<file path="src/rtl/lifo_arbiter_if.sv">
// Requester and stack-side signal bundle for lifo_arbiter.
// slave = the arbiter; master = requesters plus the stack model that feeds dataOut/flags.
interface lifo_arbiter_if #(parameter int DW = 4);
    logic          req0, req1;
    logic          rw0, rw1;
    logic [DW-1:0] din0, din1;
    logic          gnt0, gnt1;
    logic          done0, done1;
    logic          err0, err1;
    logic [DW-1:0] dout0, dout1;
    logic          busy;
    logic [DW-1:0] lifo_dataIn;
    logic          lifo_RW;
    logic          lifo_EN;
    logic [DW-1:0] lifo_dataOut;
    logic          lifo_EMPTY;
    logic          lifo_FULL;

    modport slave (
        input  req0, req1, rw0, rw1, din0, din1,
        input  lifo_dataOut, lifo_EMPTY, lifo_FULL,
        output gnt0, gnt1, done0, done1, err0, err1, dout0, dout1, busy,
        output lifo_dataIn, lifo_RW, lifo_EN
    );

    modport master (
        output req0, req1, rw0, rw1, din0, din1,
        output lifo_dataOut, lifo_EMPTY, lifo_FULL,
        input  gnt0, gnt1, done0, done1, err0, err1, dout0, dout1, busy,
        input  lifo_dataIn, lifo_RW, lifo_EN
    );
endinterface

</file>
<file path="src/rtl/lifo_arbiter.sv">
// Two-requester arbiter/sequencer in front of the shared LIFO stack.
// Define LIFO_ARB_RR_EN for round-robin arbitration; default is fixed priority (req0 first).
module lifo_arbiter #(
    parameter int DW = 4
) (
    input  logic          clk,
    input  logic          rst_n,
    lifo_arbiter_if.slave bus
);

    typedef enum logic [1:0] {IDLE, ISSUE, CAPT, RESP} state_t;

    state_t state;
    logic   win;
    logic   op_rw;
    logic   pick;
    logic   pick_rw;
    logic [DW-1:0] pick_din;
    logic   reject;

`ifdef LIFO_ARB_RR_EN
    logic ptr;

    always_comb pick = (bus.req0 && bus.req1) ? ptr : bus.req1;
`else
    always_comb pick = bus.req0 ? 1'b0 : 1'b1;
`endif

    // Flags are only trusted in IDLE; nothing else moves the stack.
    always_comb begin
        pick_rw  = pick ? bus.rw1  : bus.rw0;
        pick_din = pick ? bus.din1 : bus.din0;
        reject   = pick_rw ? bus.lifo_EMPTY : bus.lifo_FULL;
    end

    always_ff @(posedge clk or negedge rst_n) begin
        if (!rst_n) begin
            state           <= IDLE;
            win             <= 1'b0;
            op_rw           <= 1'b1;
            bus.gnt0        <= 1'b0;
            bus.gnt1        <= 1'b0;
            bus.done0       <= 1'b0;
            bus.done1       <= 1'b0;
            bus.err0        <= 1'b0;
            bus.err1        <= 1'b0;
            bus.dout0       <= '0;
            bus.dout1       <= '0;
            bus.busy        <= 1'b0;
            bus.lifo_dataIn <= '0;
            bus.lifo_RW     <= 1'b1;
            bus.lifo_EN     <= 1'b0;
`ifdef LIFO_ARB_RR_EN
            ptr             <= 1'b0;
`endif
        end else begin
            case (state)
                IDLE: begin
                    if (bus.req0 || bus.req1) begin
                        win      <= pick;
                        op_rw    <= pick_rw;
                        bus.gnt0 <= ~pick;
                        bus.gnt1 <= pick;
                        bus.busy <= 1'b1;
`ifdef LIFO_ARB_RR_EN
                        ptr      <= ~ptr;
`endif
                        if (reject) begin
                            state     <= RESP;
                            bus.done0 <= ~pick;
                            bus.done1 <= pick;
                            bus.err0  <= ~pick;
                            bus.err1  <= pick;
                        end else begin
                            state           <= ISSUE;
                            bus.lifo_EN     <= 1'b1;
                            bus.lifo_RW     <= pick_rw;
                            bus.lifo_dataIn <= pick_din;
                        end
                    end
                end
                ISSUE: begin
                    bus.lifo_EN <= 1'b0;
                    if (op_rw) begin
                        state <= CAPT;
                    end else begin
                        state     <= RESP;
                        bus.done0 <= ~win;
                        bus.done1 <= win;
                    end
                end
                CAPT: begin
                    if (win) bus.dout1 <= bus.lifo_dataOut;
                    else     bus.dout0 <= bus.lifo_dataOut;
                    bus.done0 <= ~win;
                    bus.done1 <= win;
                    state     <= RESP;
                end
                RESP: begin
                    bus.done0 <= 1'b0;
                    bus.done1 <= 1'b0;
                    bus.err0  <= 1'b0;
                    bus.err1  <= 1'b0;
                    bus.gnt0  <= 1'b0;
                    bus.gnt1  <= 1'b0;
                    bus.busy  <= 1'b0;
                    state     <= IDLE;
                end
                default: state <= IDLE;
            endcase
        end
    end

endmodule
</file>
<file path="src/flat_wrapper.sv">
// flat-port wrapper written by rule: the top's interface ports become plain ports
module lifo_arbiter_flat 
#(
    parameter int DW = 4
)
  (clk, rst_n, bus_req0, bus_req1, bus_rw0, bus_rw1, bus_din0, bus_din1, bus_lifo_dataOut, bus_lifo_EMPTY, bus_lifo_FULL, bus_gnt0, bus_gnt1, bus_done0, bus_done1, bus_err0, bus_err1, bus_dout0, bus_dout1, bus_busy, bus_lifo_dataIn, bus_lifo_RW, bus_lifo_EN);
  lifo_arbiter_if #(.DW(DW)) bus_i ();
  input  logic clk;
  input  logic rst_n;
  input wire logic [$bits(bus_i.req0)-1:0] bus_req0;
  input wire logic [$bits(bus_i.req1)-1:0] bus_req1;
  input wire logic [$bits(bus_i.rw0)-1:0] bus_rw0;
  input wire logic [$bits(bus_i.rw1)-1:0] bus_rw1;
  input wire logic [$bits(bus_i.din0)-1:0] bus_din0;
  input wire logic [$bits(bus_i.din1)-1:0] bus_din1;
  input wire logic [$bits(bus_i.lifo_dataOut)-1:0] bus_lifo_dataOut;
  input wire logic [$bits(bus_i.lifo_EMPTY)-1:0] bus_lifo_EMPTY;
  input wire logic [$bits(bus_i.lifo_FULL)-1:0] bus_lifo_FULL;
  output wire logic [$bits(bus_i.gnt0)-1:0] bus_gnt0;
  output wire logic [$bits(bus_i.gnt1)-1:0] bus_gnt1;
  output wire logic [$bits(bus_i.done0)-1:0] bus_done0;
  output wire logic [$bits(bus_i.done1)-1:0] bus_done1;
  output wire logic [$bits(bus_i.err0)-1:0] bus_err0;
  output wire logic [$bits(bus_i.err1)-1:0] bus_err1;
  output wire logic [$bits(bus_i.dout0)-1:0] bus_dout0;
  output wire logic [$bits(bus_i.dout1)-1:0] bus_dout1;
  output wire logic [$bits(bus_i.busy)-1:0] bus_busy;
  output wire logic [$bits(bus_i.lifo_dataIn)-1:0] bus_lifo_dataIn;
  output wire logic [$bits(bus_i.lifo_RW)-1:0] bus_lifo_RW;
  output wire logic [$bits(bus_i.lifo_EN)-1:0] bus_lifo_EN;
  assign bus_i.req0 = bus_req0;
  assign bus_i.req1 = bus_req1;
  assign bus_i.rw0 = bus_rw0;
  assign bus_i.rw1 = bus_rw1;
  assign bus_i.din0 = bus_din0;
  assign bus_i.din1 = bus_din1;
  assign bus_i.lifo_dataOut = bus_lifo_dataOut;
  assign bus_i.lifo_EMPTY = bus_lifo_EMPTY;
  assign bus_i.lifo_FULL = bus_lifo_FULL;
  assign bus_gnt0 = bus_i.gnt0;
  assign bus_gnt1 = bus_i.gnt1;
  assign bus_done0 = bus_i.done0;
  assign bus_done1 = bus_i.done1;
  assign bus_err0 = bus_i.err0;
  assign bus_err1 = bus_i.err1;
  assign bus_dout0 = bus_i.dout0;
  assign bus_dout1 = bus_i.dout1;
  assign bus_busy = bus_i.busy;
  assign bus_lifo_dataIn = bus_i.lifo_dataIn;
  assign bus_lifo_RW = bus_i.lifo_RW;
  assign bus_lifo_EN = bus_i.lifo_EN;
  lifo_arbiter #(.DW(DW)) u_core (.clk(clk), .rst_n(rst_n), .bus(bus_i));
endmodule
</file>
<file path="config.mk">
export PLATFORM = sky130hd
export DESIGN_NAME = lifo_arbiter_flat
export DESIGN_NICKNAME = d
export VERILOG_FILES = /design/src/rtl/lifo_arbiter_if.sv /design/src/rtl/lifo_arbiter.sv /design/src/flat_wrapper.sv
export SDC_FILE = /design/constraint.sdc
export NUM_CORES = 1
export LEC_CHECK = 0
export CAP_MARGIN = 40
export CORE_MARGIN = 2
export CORE_UTILIZATION = 40
export CTS_CLUSTER_SIZE = 25
export DETAILED_ROUTE_END_ITERATION = 8
export PLACE_DENSITY = 0.75
export SLEW_MARGIN = 10
export SYNTH_ARGS = -nofsm -noshare
export SYNTH_HDL_FRONTEND = slang
export SYNTH_SLANG_ARGS = --single-unit
</file>
<file path="constraint.sdc">
create_clock -name clk -period 2.3 [get_ports clk]
set_input_delay 0.69 -clock clk [delete_from_list [all_inputs] [get_ports clk]]
set_output_delay 0.69 -clock clk [all_outputs]
set_load 0.02 [all_outputs]
</file>
==> out/results.ini <==
[timing]
rsz0062_at_grt=no
fin_setup_tns_ns=0
fin_skew_ns=0.0146
hold_violations=0
drv_slew=0
setup_violations=0
fmax_ghz=0.459
relSlewSlack_pct=76.6
final.setup.worst_slack_ns=0.121
max_slew.worst_pin.slew_ns=0.351
fin_crit_sh_pct=94.7
period_minus_slack_ns=2.18

[cts]
cts_resized=0
numCtsBuffers=3
clk_latency_ns=0.33
clock_sinks=25
cts_tree=done
cts_setup_buffers=0
htree_levels=1
ctsHoldBuffers=0
clk_pin_slew_ns=0.13
clock_path_buffers=2
cts_root_buffer=clkbuf_4

[synth]
yosysSeqAreaShare_pct=49.0
syn_inst=121
synth.area.top_cells=dfrtp_1 (45%), nand2_1 (5.3%), mux2_2 (5.3%)
synth_top_area_share_pct=44.9
ys.warnings.count=0
netlist_area_um2=1280
yosysTopAreaCell=dfrtp_1
synth.distinct_cells=27
postSynthAreaPerCell_um2=10.6
synth-seq-cells=25
synthesis.nets=146

[placement]
post_dp_cell_area_um2=1820
dpl_worst_slack_ns=-0.176
place.gp.congestion=0.744
portBuffers=40
hpwlAfterDp_mm=2.33

[floorplan]
die_area_um2=3680
die_x_um=60.6
core_um2=3050
fp-row-count=20
initial_core_util_pct=42.0
pin_count=41
die_h_um=60.6

[route]
dr.pass1.iters=6
drtIter0Drc=32
postRouteWirelength_mm=2.99
ant_nets=0
drc_errors=0
routed-via-count=1131
avgViaCountPerCell=5.19
avgRoutedWirePerCell_um=13.7

[global_route]
grt_pass1_wl_mm=4.82
track_usage_pct=17.7
antenna_found_initial=0
overflow=0
first_global_vias=1151
grt_max_degree=26

[worst_setup_path]
critical_path.top_delay_family=buffers and inverters
startpoint=u_core.bus.lifo_RW$_DFFE_PN1P_
reg2reg_from=u_core.state[0]$_DFFE_PN0P_
r2r_cells=7
path_cells=clkdlybuf4s50_1
r2r_end=u_core.bus.done0$_DFFE_PN0P_
cp-endpoint=bus_lifo_RW
cp_slowest_cell=clkdlybuf4s50_1
max_stage_delay_ns=0.61
cp_num_buf_inv=1
required_ns=1.61
end_kind=output pin
cp_max_fo=3
critical_path_depth=1
path_class=reg2out
reg2reg_slack_ns=0.37
worstPathArrival_ns=1.49
worst_setup_path_start_kind=register

[power_and_ir_drop]
total_leakage_power_nw=0.821
vdd_drop_max_uv=507
power_density_nw_per_um2=1310

[layout]
diodes=0
nNetsFinal=200
final_cell_mix=clkdlybuf4s50_1 (40), dfrtp_1 (23), nand2_1 (18)
area_growth_pct=44.3
nFillCells=282
final_area_um2=1850
drive_gt1_share_pct=16.7
mostFrequentLayoutCell=clkdlybuf4s50_1

[status]
status=complete, no violations

[worst_hold_path]
hp-class=reg2reg

[flow_run]
maxCapViolations=0

## worst min path at each step
stage                                                from                              end  slack (ns)  depth (start not counted)
after global placement    u_core.bus.dout0[3]$_DFFE_PN0P_  u_core.bus.dout0[3]$_DFFE_PN0P_        0.46                          2
after global routing      u_core.bus.dout0[0]$_DFFE_PN0P_  u_core.bus.dout0[0]$_DFFE_PN0P_        0.54                          2
final                     u_core.bus.dout0[1]$_DFFE_PN0P_  u_core.bus.dout0[1]$_DFFE_PN0P_        0.49                          2
after detailed placement  u_core.bus.dout0[1]$_DFFE_PN0P_  u_core.bus.dout0[1]$_DFFE_PN0P_        0.46                          2
after CTS                 u_core.bus.dout0[1]$_DFFE_PN0P_  u_core.bus.dout0[1]$_DFFE_PN0P_        0.49                          2
after floorplan                                     rst_n      u_core.bus.busy$_DFFE_PN0P_        0.39                          0
## Yosys cell counts (all sizes together)
master   n
dfrtp   23
nand2   18
nand3   10
mux2     8
nand2b   8
a22o     6
nor2     6
a32oi    5
ha       5
mux2i    5
clkbuf   4
inv      4
nor2b    4
a21oi    3
dfstp    2
o21ai    2
a211o    1
a21o     1
a221oi   1
a31oi    1
buf      1
o21bai   1
o32a     1
or3b     1
## flip-flops by register name (all words and copies together) (netlist names), 2 cells and up
register and flops:
u_core.state 2, u_core.bus.lifo_dataIn 4, u_core.bus.dout0 4, u_core.bus.dout1 4
## where the power goes
part	internal [W]	switching [W]
Combinational	0.000716	0.000686
Clock	0.0000652	0.000134
Sequential	0.000672	0.000151
Total	0.00145	0.000971
## layout make-up
| class | instances | area (µm²) | area share [%] |
|---|---|---|---|
| Inverter | 4 | 15.0 | 0.811 |
| Clock inverter | 1 | 5.00 | 0.270 |
| Sequential cell | 25 | 628 | 33.9 |
| Timing Repair Buffer | 54 | 505 | 27.3 |
| Clock buffer | 3 | 22.5 | 1.22 |
| Tap cell | 44 | 55.1 | 2.97 |
| Multi-Input combinational cell | 87 | 619 | 33.5 |
## layer usage
layer | GRT usage (%) | wire length (µm) | share of wire (%) | up-vias
li1 | - | - | - | 534
met1 | 20.0 | 1170 | 39 | 546
met2 | 33.5 | 1600 | 53 | 45
met3 | 2.99 | 179 | 6.0 | 6
met4 | 5.90 | 37 | 1.2 | 0
met5 | 0 | 0 | 0 | -
## logic make-up (layout without fill, tap and decap cells)
group           after synthesis  count (layout)  synth area share (%)
flops                        25              25                  49.0
compound gates               22              22                  13.8
buf+inv                       9              62                  2.73
simple gates                 47              47                  17.5
fa+ha+maj                     5               5                  4.88
mux                          13              13                  12.2
## through the flow
stage / utilization, % / hold slack, ns / total power, W / std cells
global placement: 59.7 / 0.462 / 0.00220 / 214
CTS: 60.6 / 0.493 / 0.00245 / 218
global route: 60.6 / 0.539 / 0.00261 / 218
finish: 60.6 / 0.488 / 0.00242 / 218
detailed placement: 59.7 / 0.462 / 0.00225 / 214
floorplan: - / 0.394 / 0.00166 / 121
(Power assumes the default switching activity.)
